===== src/rtl/shift_add_mult_ctrl.sv =====
// Control FSM for a WIDTH-bit shift-and-add multiplier: sequences LOAD, TEST, ADD and SHIFT
// strobes for an external datapath and reports completion with a one-cycle DONE pulse.
module shift_add_mult_ctrl #(
   parameter int WIDTH = 8
) (
   input  logic                         CLK,
   input  logic                         RESET,
   input  logic                         START,
   input  logic                         CLR,
   input  logic                         Q0,
   output logic                         LOAD,
   output logic                         CLRACC,
   output logic                         ADD,
   output logic                         SHIFT,
   output logic                         BUSY,
   output logic                         DONE,
   output logic [5:0]                   STATE,
   output logic [$clog2(WIDTH+1)-1:0]   COUNT
);

   localparam int CW = $clog2(WIDTH + 1);

   localparam logic [5:0] S_IDLE  = 6'b000001;
   localparam logic [5:0] S_LOAD  = 6'b000010;
   localparam logic [5:0] S_TEST  = 6'b000100;
   localparam logic [5:0] S_ADD   = 6'b001000;
   localparam logic [5:0] S_SHIFT = 6'b010000;
   localparam logic [5:0] S_DONE  = 6'b100000;

   localparam logic [CW-1:0] COUNT_INIT = CW'(WIDTH);
   localparam logic [CW-1:0] COUNT_ONE  = CW'(1);
   localparam logic [CW-1:0] COUNT_ZERO = CW'(0);

   logic [5:0]    state_r;
   logic [5:0]    state_nxt_s;
   logic [CW-1:0] count_r;
   logic [CW-1:0] count_nxt_s;

   // Next-state logic; CLR overrides every transition, illegal encodings recover to IDLE.
   always_comb begin
      state_nxt_s = state_r;
      if (CLR) begin
         state_nxt_s = S_IDLE;
      end else begin
         case (state_r)
            S_IDLE: begin
               if (START) state_nxt_s = S_LOAD;
               else       state_nxt_s = S_IDLE;
            end
            S_LOAD:  state_nxt_s = S_TEST;
            S_TEST: begin
               if (Q0) state_nxt_s = S_ADD;
               else    state_nxt_s = S_SHIFT;
            end
            S_ADD:   state_nxt_s = S_SHIFT;
            S_SHIFT: begin
               if (count_r == COUNT_ONE) state_nxt_s = S_DONE;
               else                      state_nxt_s = S_TEST;
            end
            S_DONE:  state_nxt_s = S_IDLE;
            default: state_nxt_s = S_IDLE;
         endcase
      end
   end

   // Iteration counter: reloaded at the end of LOAD, stepped down at the end of each SHIFT, never below zero.
   always_comb begin
      count_nxt_s = count_r;
      if (CLR) begin
         count_nxt_s = count_r;
      end else begin
         case (state_r)
            S_LOAD: count_nxt_s = COUNT_INIT;
            S_SHIFT: begin
               if (count_r != COUNT_ZERO) count_nxt_s = count_r - COUNT_ONE;
               else                       count_nxt_s = COUNT_ZERO;
            end
            default: count_nxt_s = count_r;
         endcase
      end
   end

   // State and counter registers with asynchronous reset to IDLE / zero.
   always_ff @(posedge CLK or posedge RESET) begin
      if (RESET) begin
         state_r <= S_IDLE;
         count_r <= COUNT_ZERO;
      end else begin
         state_r <= state_nxt_s;
         count_r <= count_nxt_s;
      end
   end

   // Moore outputs are individual bits of the one-hot state register.
   assign LOAD   = state_r[1];
   assign CLRACC = state_r[1];
   assign ADD    = state_r[3];
   assign SHIFT  = state_r[4];
   assign DONE   = state_r[5];
   assign BUSY   = ~state_r[0];
   assign STATE  = state_r;
   assign COUNT  = count_r;

endmodule

===== config.mk =====
export PLATFORM = sky130hd
export DESIGN_NAME = shift_add_mult_ctrl
export DESIGN_NICKNAME = d
export VERILOG_FILES = /design/src/rtl/shift_add_mult_ctrl.sv
export SDC_FILE = /design/constraint.sdc
export NUM_CORES = 1
export LEC_CHECK = 0
export CAP_MARGIN = 20
export CORE_MARGIN = 5
export CORE_UTILIZATION = 35
export DETAILED_ROUTE_END_ITERATION = 8
export PLACE_DENSITY = 0.7
export SLEW_MARGIN = 20
export SYNTH_ARGS = -nofsm -noshare
export SYNTH_HDL_FRONTEND = slang
export SYNTH_SLANG_ARGS = --single-unit

===== constraint.sdc =====
create_clock -name CLK -period 3.1 [get_ports CLK]
set_input_delay 0.62 -clock CLK [delete_from_list [all_inputs] [get_ports CLK]]
set_output_delay 0.62 -clock CLK [all_outputs]
set_load 0.005 [all_outputs]

==> flow_summary.ini, run 1 <==
[critical_path]
timing.rr.start = STATE[3]$_DFF_PP0_
crit_path_start_kind = input port
r2r_slack_ns = 1.03
crit_end = COUNT[3]$_DFFE_PP0P_
crit_type = input port to flop
path_cells = clkdlybuf4s50_1 > or4_4 > or4_1 > o2bb2ai_1
critPathBufInv = 1
arrival_ns = 2.24
path_delay_family = simple AND/OR/NAND/NOR gates
startpoint = CLR
r2r-end = COUNT[3]$_DFFE_PP0P_
cpPeakStageDelay_ns = 0.58
worstPathMaxFanout = 6
cpMaxStageDelayCell = or4_4
critPathRequiredTime_ns = 3.24
crit_cells = 4
reg2reg_depth = 4
cp-end-kind = flop

[layout]
syn_to_final_growth_pct = 32.5
post-route-util = 0.474
antenna_cells = 0
drive_above_1_share = 0.113
fin_nets = 86

[logic_synthesis]
yosys.area.top_type = dfrtp_1
ys_warn_count = 0
ys_seq_elements = 10
syn_nets = 70
synth_top_area_frac = 0.373
synthTopCellsByArea = dfrtp_1, buf_4, nor3_1, dfstp_2, a32o_1
yosysUniqueCellTypes = 27
synth_area_sq_um = 604
syn_inst = 65
synth.avg_cell_area_sq_um = 9.30
yosysSeqAreaShare = 0.416

[routing]
route.antenna.remaining_nets = 0
wl_per_cell_microns = 13.5
drt_wl_total_microns = 1310
vias_per_cell = 5.34
vias = 518
detail_route.first_pass.iterations = 4
drcViolationCount = 0
drtIter0Drc = 9

[pwr]
seqPwrFrac = 0.441
p_sw_frac = 0.268
total_power_mw = 0.353
p_int_mw = 0.258
powerDensity_nw_per_um2 = 441
p_comb_frac = 0.222
p_clk_frac = 0.336
p_leak_nw = 0.323
peakVddDrop_mv = 0.160
p_sw_mw = 0.0945

[die]
die_y_microns = 51.6
dieArea_sq_um = 2660
coreArea_sq_um = 1690
die_w_microns = 51.6
initial_core_util = 0.358
ioPinCount = 21
rows = 15

[timing]
relSlewSlack = 0.590
setup_violations = 0
fmax_mhz = 477
clock_skew_ns = 0.00650
min_period_ns = 2.10
slew_viol_final = 0
fin_crit_sh = 0.677
rsz0062_at_grt = false
hold_viol = 0
fin_tns_setup_ns = 0
worst_pin_slew_ns = 0.610

[clock_network]
path_clk_slew_ns = 0.07
cts_buffers = 3
cts-root-buf = clkbuf_4
clk_latency_ns = 0.27
cts_setup_buffers = 0
max-clock-path-buffers = 2
cts_tree = built
cts_hold_buf = 0
cts.sinks = 10
htreeDepth = 1
post_cts_resized = 0

[global_routing]
grtUsageTotal = 0.116
grt_pass1_wl_microns = 2250
antenna_found_initial = 0
overflow = 0
grt_max_degree = 13
grt_pass1_vias = 482

[worst_hold_path]
hold_class = flop to flop

[place]
gp_congestion = 0.736
dp_hpwl_microns = 1010
port_buffers = 20

[job]
drv_cap = 0

[status]
outcome = finished clean
worst min-delay path by stage:
stage / start / endpoint / cells past startpoint
floorplan: RESET / COUNT[0]$_DFFE_PP0P_ / 1
finish: STATE[5]$_DFF_PP0_ / STATE[2]$_DFF_PP0_ / 1
global route: STATE[5]$_DFF_PP0_ / STATE[2]$_DFF_PP0_ / 1
CTS: STATE[5]$_DFF_PP0_ / STATE[2]$_DFF_PP0_ / 1
global placement: STATE[5]$_DFF_PP0_ / STATE[2]$_DFF_PP0_ / 1
detailed placement: STATE[5]$_DFF_PP0_ / STATE[2]$_DFF_PP0_ / 1
cells in the mapped netlist, drive strengths merged:
master   count
and4         1
o2bb2ai      1
a22o         1
nor4         3
nand2b       2
clkbuf       2
inv          4
nor3         7
a21oi        2
xnor2        2
or4          3
buf          7
a32o         2
a211oi       1
dfstp        1
nor4b        2
nor2         5
or3          1
o31a         1
nand2        3
dfrtp        9
mux2i        1
a21o         1
o21ai        3
layout make-up:
class	count	area [sq um]
Clock buffer	4	36.3
Fill cell	164	888
Multi-Input combinational cell	42	277
Timing Repair Buffer	20	200
Tap cell	17	21.3
Sequential cell	10	251
Inverter	4	15.0
logic make-up (layout without fill, tap and decap cells):
logic type | after synthesis | in the layout | share of synthesized area
AO/OA/AOI/OAI | 12 | 12 | 0.147
flip-flops | 10 | 10 | 0.416
multiplexers | 1 | 1 | 0.0166
XOR/XNOR | 2 | 2 | 0.0290
AND/OR/NAND/NOR | 27 | 27 | 0.265
buffers and inverters | 13 | 28 | 0.126
state kept, by name, indices dropped and copies added (netlist names):
register / cells
COUNT: 4
STATE: 6
through the flow:
step                setup slack [ns]  std cells  hold slack, ns  area [sq um]
global route                   0.949         97           0.613           801
finish                          1.00         97           0.576           801
floorplan                       1.08         65           0.459           604
detailed placement             0.718         93           0.564           764
CTS                             1.02         97           0.582           801
global placement               0.751         93           0.552           764
power groups by stage:
stage	Clock, mW	Combinational, mW	Sequential (mW)
after floorplan	0	0.0450	0.154
after global placement	0	0.0769	0.158
after detailed placement	0	0.0799	0.158
after CTS	0.122	0.0801	0.156
after global routing	0.130	0.0894	0.158
final	0.119	0.0784	0.156
per-layer routing:
| layer | up-vias | part of all wire | track usage |
|---|---|---|---|
| met3 | 4 | 0.047 | 0.0172 |
| met5 | - | 0 | 0 |
| li1 | 261 | - | - |
| met4 | 0 | 0.032 | 0.105 |
| met1 | 236 | 0.45 | 0.145 |
| met2 | 17 | 0.47 | 0.172 |
layout by cell type, fill, tap and decap left out, drive strengths merged, types with 2 or more instances in the layout:
cell type | synthesis | final
nor4b | 2 | 2
clkdlybuf4s50 | 0 | 20
nand2b | 2 | 2
nor3 | 7 | 7
inv | 4 | 4
nand2 | 3 | 3
nor2 | 5 | 5
or4 | 3 | 3
xnor2 | 2 | 2
nor4 | 3 | 3
clkbuf | 2 | 4
dfrtp | 9 | 9
a32o | 2 | 2
o21ai | 3 | 3
a21oi | 2 | 2
Power figures use the tool's default switching activity.
==> run 2, diff against run 1 <==
--- a/config.mk
+++ b/config.mk
@@ -9,7 +9,7 @@
 export CORE_MARGIN = 5
 export CORE_UTILIZATION = 35
 export DETAILED_ROUTE_END_ITERATION = 8
-export PLACE_DENSITY = 0.7
+export PLACE_DENSITY = 0.72
 export SLEW_MARGIN = 20
 export SYNTH_ARGS = -nofsm -noshare
 export SYNTH_HDL_FRONTEND = slang
==> constraint.sdc (replaced) <==
create_clock -name CLK -period 1.85 [get_ports CLK]
set_input_delay 0.37 -clock CLK [delete_from_list [all_inputs] [get_ports CLK]]
set_output_delay 0.37 -clock CLK [all_outputs]
set_load 0.005 [all_outputs]
==> run 2 against run 1 <==
Against the previous run: the flow now finishes with violations (negative setup slack); non-clock buffer count increased by 12; final area is 12% higher; first-iteration DRC count increased by 33%; largest cell class is now buffers; clock skew shrank 0.0023 ns; final cell count increased by 12%.
==> flow_summary.ini, run 2 (synthesis gave the netlist of run 1 again) <==
[critical_path]
cpMaxStageDelayCell = or4_4
crit_path_start_kind = flop
critPathBufInv = 0
worstPathMaxFanout = 2
critPathRequiredTime_ns = 2.00
cpPeakStageDelay_ns = 0.49
path_delay_family = simple AND/OR/NAND/NOR gates
cp-end-kind = flop
path_cells = or3_4 > or4_4 > or4_4 > o2bb2ai_1
arrival_ns = 2.07
crit_type = flop to flop
cp_common_cell = or4_4

[global_routing]
grt_pass1_vias = 555
overflow = 0
grtUsageTotal = 0.131
grt_max_degree = 12
grt_pass1_wl_microns = 2570
antenna_found_initial = 0

[clock_network]
cts_buffers = 3
cts.sinks = 10
max-clock-path-buffers = 2
cts_tree = built
clk_latency_ns = 0.26
htreeDepth = 1
cts-root-buf = clkbuf_4
cts_hold_buf = 0
path_clk_slew_ns = 0.07

[die]
coreArea_sq_um = 1690
dieArea_sq_um = 2660
die_w_microns = 51.6
die_y_microns = 51.6
initial_core_util = 0.358
rows = 15
ioPinCount = 21

[timing]
fin_crit_sh = 1.04
worst_pin_slew_ns = 0.395
fmax_mhz = 522
setup_violations = 2
clock_skew_ns = 0.00417
fin_tns_setup_ns = -0.116
rsz0062_at_grt = true
slew_viol_final = 0
relSlewSlack = 0.737
fin_ws_ns = -0.0666
hold_viol = 0
min_period_ns = 1.92
holdWs_ns = 0.384

[routing]
drcViolationCount = 0
drt_wl_total_microns = 1520
detail_route.first_pass.iterations = 4
route.antenna.remaining_nets = 0
drtIter0Drc = 12
vias = 579
wl_per_cell_microns = 14.0
vias_per_cell = 5.31

[layout]
syn_to_final_growth_pct = 48.0
drive_above_1_share = 0.239
final_common_cell = clkdlybuf4s50_1
antenna_cells = 0
final_cell_mix = clkdlybuf4s50_1, buf_4, dfrtp_1, nor3_1, nor2_1
largest_register_ffs = 6
fin_nets = 98

[place]
dp_hpwl_microns = 1160
gp_congestion = 0.799
port_buffers = 20

[worst_hold_path]
hold_class = input port to async pin

[job]
drv_cap = 0

[pwr]
powerDensity_nw_per_um2 = 682
p_leak_nw = 0.386
peakVddDrop_mv = 0.310

[status]
failed_checks = negative setup slack
outcome = finished, violations left
-- run 2: timing repair --
action	CTS	global route
gates resized for setup	1	0
buffers inserted	1	0
setup endpoints to repair	2	2
-- run 2: stage by stage --
stage	utilization	power, mW	cells	setup slack (ns)	cell area, sq um
2_1_floorplan	-	0.333	65	-0.170	604
3_3_place_gp	0.501	0.411	104	-0.101	847
3_5_place_dp	0.501	0.413	104	-0.133	847
4_1_cts	0.530	0.618	109	-0.0649	895
5_1_grt	0.530	0.649	109	-0.103	895
6_report	0.530	0.610	109	-0.0666	895
-- run 2: worst paths after layout --
path / start / to / slack [ns] / depth (start not counted)
worst max-delay path: STATE[0]$_DFF_PP1_ / COUNT[3]$_DFFE_PP0P_ / -0.07 / 4
worst min-delay path: RESET / STATE[4]$_DFF_PP0_ / 0.38 / 2
worst max register to register: STATE[0]$_DFF_PP1_ / COUNT[3]$_DFFE_PP0P_ / -0.07 / 4
worst min register to register: COUNT[3]$_DFFE_PP0P_ / COUNT[3]$_DFFE_PP0P_ / 0.60 / 1
max in group asynchronous: RESET / STATE[0]$_DFF_PP1_ / 1.15 / 2
min in group CLK: COUNT[3]$_DFFE_PP0P_ / COUNT[3]$_DFFE_PP0P_ / 0.60 / 1
-- run 2: power breakdown --
group | total, mW | switching [mW] | internal [mW]
combinational | 0.158 | 0.0667 | 0.0918
clock | 0.198 | 0.0784 | 0.119
sequential | 0.254 | 0.0181 | 0.235
-- run 2: per-layer routing --
| metal | part of all wire | global-route usage | wire (microns) |
|---|---|---|---|
| met1 | 0.45 | 0.162 | 679 |
| met3 | 0.071 | 0.0401 | 108 |
| met4 | 0.011 | 0.0655 | 16 |
| met5 | 0 | 0 | 0 |
| met2 | 0.47 | 0.206 | 719 |
-- run 2: final cells by class --
| cell class | instances | area (sq um) |
|---|---|---|
| clock buffer | 4 | 36.3 |
| fill | 148 | 795 |
| inverter | 4 | 15.0 |
| multi-input combinational | 42 | 280 |
| sequential | 10 | 251 |
| tap | 17 | 21.3 |
| timing repair buffer | 32 | 290 |
==> run 3, diff against run 2 <==
--- a/config.mk
+++ b/config.mk
@@ -5,7 +5,6 @@
 export SDC_FILE = /design/constraint.sdc
 export NUM_CORES = 1
 export LEC_CHECK = 0
-export CAP_MARGIN = 20
 export CORE_MARGIN = 5
 export CORE_UTILIZATION = 35
 export DETAILED_ROUTE_END_ITERATION = 8
==> results of run 3 <==
No change in the layout: final DEF, timing and power equal those of run 2.
